**src/rtl/axiline_vec_loader.sv**
```systemverilog
// Packs a frame of (x, w) element beats into wide lane vectors for the Axiline SGD datapath.
// Latency: vector valid the cycle after the in_last beat; backpressure holds the vector and stalls input.
// Optional AXL_LOADER_VCNT_EN adds a saturating count of delivered vectors (vec_count).
module axiline_vec_loader #(
    parameter int bitwidth    = 8,
    parameter int size        = 18,
    parameter int cntBitwidth = 5
) (
    input  logic                     clk,
    input  logic                     rst,
    input  logic                     in_valid,
    output logic                     in_ready,
    input  logic [bitwidth-1:0]      in_x,
    input  logic [bitwidth-1:0]      in_w,
    input  logic                     in_last,
    output logic                     out_valid,
    input  logic                     out_ready,
    output logic [bitwidth*size-1:0] data_out_x,
    output logic [bitwidth*size-1:0] data_out_w,
    output logic                     err_short,
`ifdef AXL_LOADER_VCNT_EN
    output logic                     err_long,
    output logic [15:0]              vec_count
`else
    output logic                     err_long
`endif
);

    typedef enum logic [1:0] {
        S_FILL = 2'd0,
        S_FULL = 2'd1,
        S_DROP = 2'd2
    } state_t;

    localparam logic [cntBitwidth-1:0] LAST_LANE = cntBitwidth'(size - 1);

    state_t                    r_state;
    state_t                    w_state_nxt;
    logic [cntBitwidth-1:0]    r_cnt;
    logic [bitwidth*size-1:0]  r_data_x;
    logic [bitwidth*size-1:0]  r_data_w;
    logic                      r_err_short;
    logic                      r_err_long;

    logic w_accept;
    logic w_out_hs;
    logic w_cnt_last;

    assign w_accept   = in_valid & in_ready;
    assign w_out_hs   = out_valid & out_ready;
    assign w_cnt_last = (r_cnt == LAST_LANE);

    always_ff @(posedge clk) begin
        if (!rst) begin
            r_state <= S_FILL;
        end else begin
            r_state <= w_state_nxt;
        end
    end

    always_comb begin
        w_state_nxt = r_state;
        case (r_state)
            S_FILL: begin
                if (w_accept && in_last) begin
                    w_state_nxt = S_FULL;
                end else if (w_accept && w_cnt_last) begin
                    w_state_nxt = S_DROP;
                end
            end
            S_DROP: begin
                if (w_accept && in_last) begin
                    w_state_nxt = S_FULL;
                end
            end
            S_FULL: begin
                if (w_out_hs) begin
                    w_state_nxt = S_FILL;
                end
            end
            default: w_state_nxt = S_FILL;
        endcase
    end

    // in_ready is masked by reset so no beat is taken while the block is being cleared.
    always_comb begin
        in_ready  = rst & (r_state != S_FULL);
        out_valid = (r_state == S_FULL);
    end

    always_ff @(posedge clk) begin
        if (!rst) begin
            r_cnt       <= '0;
            r_data_x    <= '0;
            r_data_w    <= '0;
            r_err_short <= 1'b0;
            r_err_long  <= 1'b0;
        end else begin
            r_err_short <= 1'b0;
            r_err_long  <= 1'b0;
            if (w_out_hs) begin
                r_cnt    <= '0;
                r_data_x <= '0;
                r_data_w <= '0;
            end else if (w_accept && (r_state == S_FILL)) begin
                for (int i = 0; i < size; i++) begin
                    if (r_cnt == cntBitwidth'(i)) begin
                        r_data_x[i*bitwidth +: bitwidth] <= in_x;
                        r_data_w[i*bitwidth +: bitwidth] <= in_w;
                    end
                end
                if (!in_last && !w_cnt_last) begin
                    r_cnt <= r_cnt + 1'b1;
                end
                r_err_short <= in_last & ~w_cnt_last;
                r_err_long  <= ~in_last & w_cnt_last;
            end
        end
    end

    assign data_out_x = r_data_x;
    assign data_out_w = r_data_w;
    assign err_short  = r_err_short;
    assign err_long   = r_err_long;

`ifdef AXL_LOADER_VCNT_EN
    logic [15:0] r_vec_count;

    always_ff @(posedge clk) begin
        if (!rst) begin
            r_vec_count <= '0;
        end else if (w_out_hs && (r_vec_count != 16'hFFFF)) begin
            r_vec_count <= r_vec_count + 16'd1;
        end
    end

    assign vec_count = r_vec_count;
`endif

endmodule

```
**config.mk**
```make
export PLATFORM = sky130hd
export DESIGN_NAME = axiline_vec_loader
export DESIGN_NICKNAME = d
export VERILOG_FILES = /design/src/rtl/axiline_vec_loader.sv
export SDC_FILE = /design/constraint.sdc
export NUM_CORES = 1
export LEC_CHECK = 0
export CAP_MARGIN = 20
export CORE_MARGIN = 2
export CORE_UTILIZATION = 48
export DETAILED_ROUTE_END_ITERATION = 6
export GPL_ROUTABILITY_DRIVEN = 0
export PLACE_DENSITY = 0.91
export SYNTH_ARGS = -nofsm -noshare
export SYNTH_HDL_FRONTEND = slang
export SYNTH_SLANG_ARGS = --single-unit
```
**constraint.sdc**
```tcl
create_clock -name clk -period 2.6 [get_ports clk]
set_input_delay 0.52 -clock clk [delete_from_list [all_inputs] [get_ports clk]]
set_output_delay 0.52 -clock clk [all_outputs]
set_load 0.03 [all_outputs]
```
==> results.json, run 1 <==
{
  "period_needed_ns": 2.53,
  "synthToLayoutAreaGrowth_pct": 36.6,
  "max_slew_margin_pct": 51.5,
  "n_fill_cell": 1807,
  "fin_nets": 1448,
  "met2_usage_pct": 51.6,
  "p_int_mw": 7.07,
  "dr.pass1.iters": 5,
  "critPathArrivalTime_ns": 2.01,
  "drv_slew": 0,
  "die_h_um": 159,
  "antennaDiodeCount": 0,
  "grt_usage_pct": 31.4,
  "synth_ff_type": "dfxtp_1",
  "worstHoldPathType": "in2reg",
  "drt_iter0_markers": 1276,
  "cp_slowest_cell": "clkdlybuf4s50_1",
  "grt_use_met1_pct": 38.5,
  "synth_cells": 1182,
  "final_util_pct": 66.9,
  "post_cts_buffers": 0,
  "synth_cell_types": 40,
  "p_seq_share_pct": 49.5,
  "setup_ws_ns": 0.0661,
  "drc_errors": 0,
  "grt_pass1_vias": 10900,
  "cpLargestDelayFamily": "buffers and inverters",
  "register_area_um2": 5950,
  "grt_max_degree": 137,
  "swShare_pct": 23.8,
  "via_per_inst": 6.43,
  "busiest_layer": "met2",
  "setup_tns_ns": 0,
  "die_w_um": 159,
  "grt_overflow": 0,
  "setup_viol": 0,
  "start_util_pct": 49.0,
  "timing.fmax_mhz": 395,
  "p_sw_mw": 2.21,
  "max_stage_delay_ns": 0.73,
  "numCtsBuffers": 29,
  "critPathBufInv": 1,
  "finalCritPeriodShare_pct": 97.5,
  "avgSynthCellArea_um2": 9.76,
  "pin_count": 313,
  "cp_cell_sequence": "nor2b_1 > nor2_1 > clkdlybuf4s50_1",
  "p_per_area_nw_per_um2": 589,
  "status": "finished, final reports clean",
  "die_area_um2": 25300,
  "combPwrFrac_pct": 6.6,
  "clk_path_buf_depth": 3,
  "hpwl_um": 26600,
  "yosysWarnings": 0,
  "worst-setup-path-type": "reg2out",
  "rsz0062_at_grt": "false",
  "ir_worst_vdd_v": 0.000400,
  "synthArstFlopShare_pct": 0,
  "core_um2": 23500,
  "grt_pass1_wl_um": 63700,
  "ys_ff_latch": 297,
  "finalHoldViolations": 0,
  "htree_levels": 1,
  "antenna_found_initial": 0,
  "syn_nets": 1208,
  "cts_root_buffer": "clkbuf_16",
  "cp-end-kind": "primary output",
  "final_layout_size_suffix_gt1_share_pct": 7.63,
  "use_met3_pct": 6.23,
  "dr_total_vias": 11300,
  "clkPwrFrac_pct": 43.9,
  "leakage_nw": 5.56,
  "required_ns": 2.08,
  "num_rows": 56,
  "wirelength_um": 41900,
  "place_ws_ns": 0.152,
  "tritoncts": "yes",
  "clkLatencyLatePin_ns": 0.55,
  "cap_violations": 0,
  "multi_input_area_um2": 4820,
  "ys_seq_area_share_pct": 51.5,
  "io_buffers": 312,
  "cts.sinks": 297,
  "avgRoutedWirePerCell_um": 23.8,
  "critPathLaunchType": "flop",
  "drt.antenna.violating_nets": 0,
  "worst_slew_pin_slew_ns": 0.726,
  "fin_worst_skew_ns": 0.0223,
  "cts.clk_slew.worst_paths_ns": 0.07,
  "synth_edf_count": 0,
  "syn-cell-area_um2": 11500,
  "crit_fanout": 10
}
-- through the flow --
step	area (um^2)	total power, mW	std cells	hold slack [ns]
after global placement	14900	5.29	1710	0.456
after CTS	15800	9.28	1760	0.322
final	15800	9.28	1760	0.338
after global routing	15800	9.50	1760	0.349
after floorplan	11500	5.03	1182	0.480
after detailed placement	14900	5.29	1710	0.464
-- flip-flops by register name (all words and copies together) (netlist names) --
signal / flops
err_short: 1
r_state: 2
r_cnt: 5
data_out_w: 144
data_out_x: 144
err_long: 1
-- repair_timing --
| item | in CTS | in global routing |
|---|---|---|
| hold buffers | 0 | 0 |
| endpoints found under the setup margin | 1 | 0 |
| gates resized for setup | 1 | 0 |
-- synthesized netlist by cell type, drive strengths merged (3+ instances only) --
cell	number	area [um^2]
nor2	4	17.5
inv	14	52.6
and4b	5	50.1
nand4b	7	61.3
nand4bb	4	45.0
o2111ai	173	1520
dfxtp	297	5950
clkbuf	64	240
ha	5	62.6
o21ai	221	1110
buf	91	504
mux2i	71	711
nor3	3	15.0
nor4bb	4	40.0
nor4b	3	38.8
a21oi	49	245
nand3	137	696
nand2	14	52.6
-- power groups by stage --
stage                     registers [mW]  logic [mW]  clock network, mW
after global routing                4.60       0.637               4.27
after CTS                           4.59       0.599               4.09
final                               4.59       0.616               4.07
after floorplan                     4.73       0.294                  0
after global placement              4.69       0.593                  0
after detailed placement            4.69       0.597                  0
-- worst min-delay path, delay by kind of cell --
kind | cells | cell delay (ns)
AND/OR/NAND/NOR | 1 | 0.04
buffers and inverters | 2 | 0.27
-- final timing paths --
| check | start | to | slack [ns] | depth (start not counted) |
|---|---|---|---|---|
| worst max-delay path | r_state[1] | in_ready | 0.07 | 3 |
| worst min-delay path | rst | r_state[0] | 0.34 | 3 |
| worst max register to register | r_state[1] | data_out_w[6] | 0.43 | 5 |
| worst min register to register | data_out_w[130] | data_out_w[130] | 0.47 | 2 |
-- final cells by class --
class                   instances  area share, %
repair buffers                364           23.0
well taps                     319           2.53
inverters                      14          0.333
flip-flops and latches        297           37.7
clock inverters                10          0.699
clock buffers                  40           5.06
multi-input cells             716           30.6
-- cell families (layout without fill, tap and decap cells) --
group                    count (synthesis)  in the layout  synth area share [%]
buffers and inverters                  169            428                  6.91
AND/OR/NAND/NOR                        194            194                  9.78
adder cells (fa/ha/maj)                  5              5                 0.542
flip-flops                             297            297                  51.5
AO/OA/AOI/OAI                          446            446                  25.1
multiplexers                            71             71                  6.16
-- layer usage --
metal	share of wire, %	up-vias	routed length (um)
met5	0	-	0
met4	6.2	0	2610
met3	8.4	179	3530
met2	47	687	19800
met1	38	5448	16000
li1	-	5003	-
-- cells in the final DEF (no fill, tap or decap), types with 3 or more instances in the layout --
cell / instances
a21oi_1: 49
and4b_1: 5
buf_12: 9
buf_4: 43
clkbuf_1: 8
clkbuf_16: 29
clkbuf_8: 4
clkdlybuf4s50_1: 311
clkinv_2: 5
dfxtp_1: 296
ha_1: 5
inv_1: 13
mux2i_1: 71
nand2_1: 14
nand3_1: 135
nand4b_1: 7
nand4bb_1: 4
nor2_1: 3
nor3_1: 3
o2111ai_1: 173
o21ai_0: 35
o21ai_1: 186
Note: power is estimated with default switching activity, not from simulation.
==> run 2: changes to the inputs <==
--- a/config.mk
+++ b/config.mk
@@ -9,7 +9,6 @@
 export CORE_MARGIN = 2
 export CORE_UTILIZATION = 48
 export DETAILED_ROUTE_END_ITERATION = 6
-export GPL_ROUTABILITY_DRIVEN = 0
 export PLACE_DENSITY = 0.91
 export SYNTH_ARGS = -nofsm -noshare
 export SYNTH_HDL_FRONTEND = slang
==> results of run 2 <==
Same layout as run 1: the final DEF is identical, and so are final timing and power.
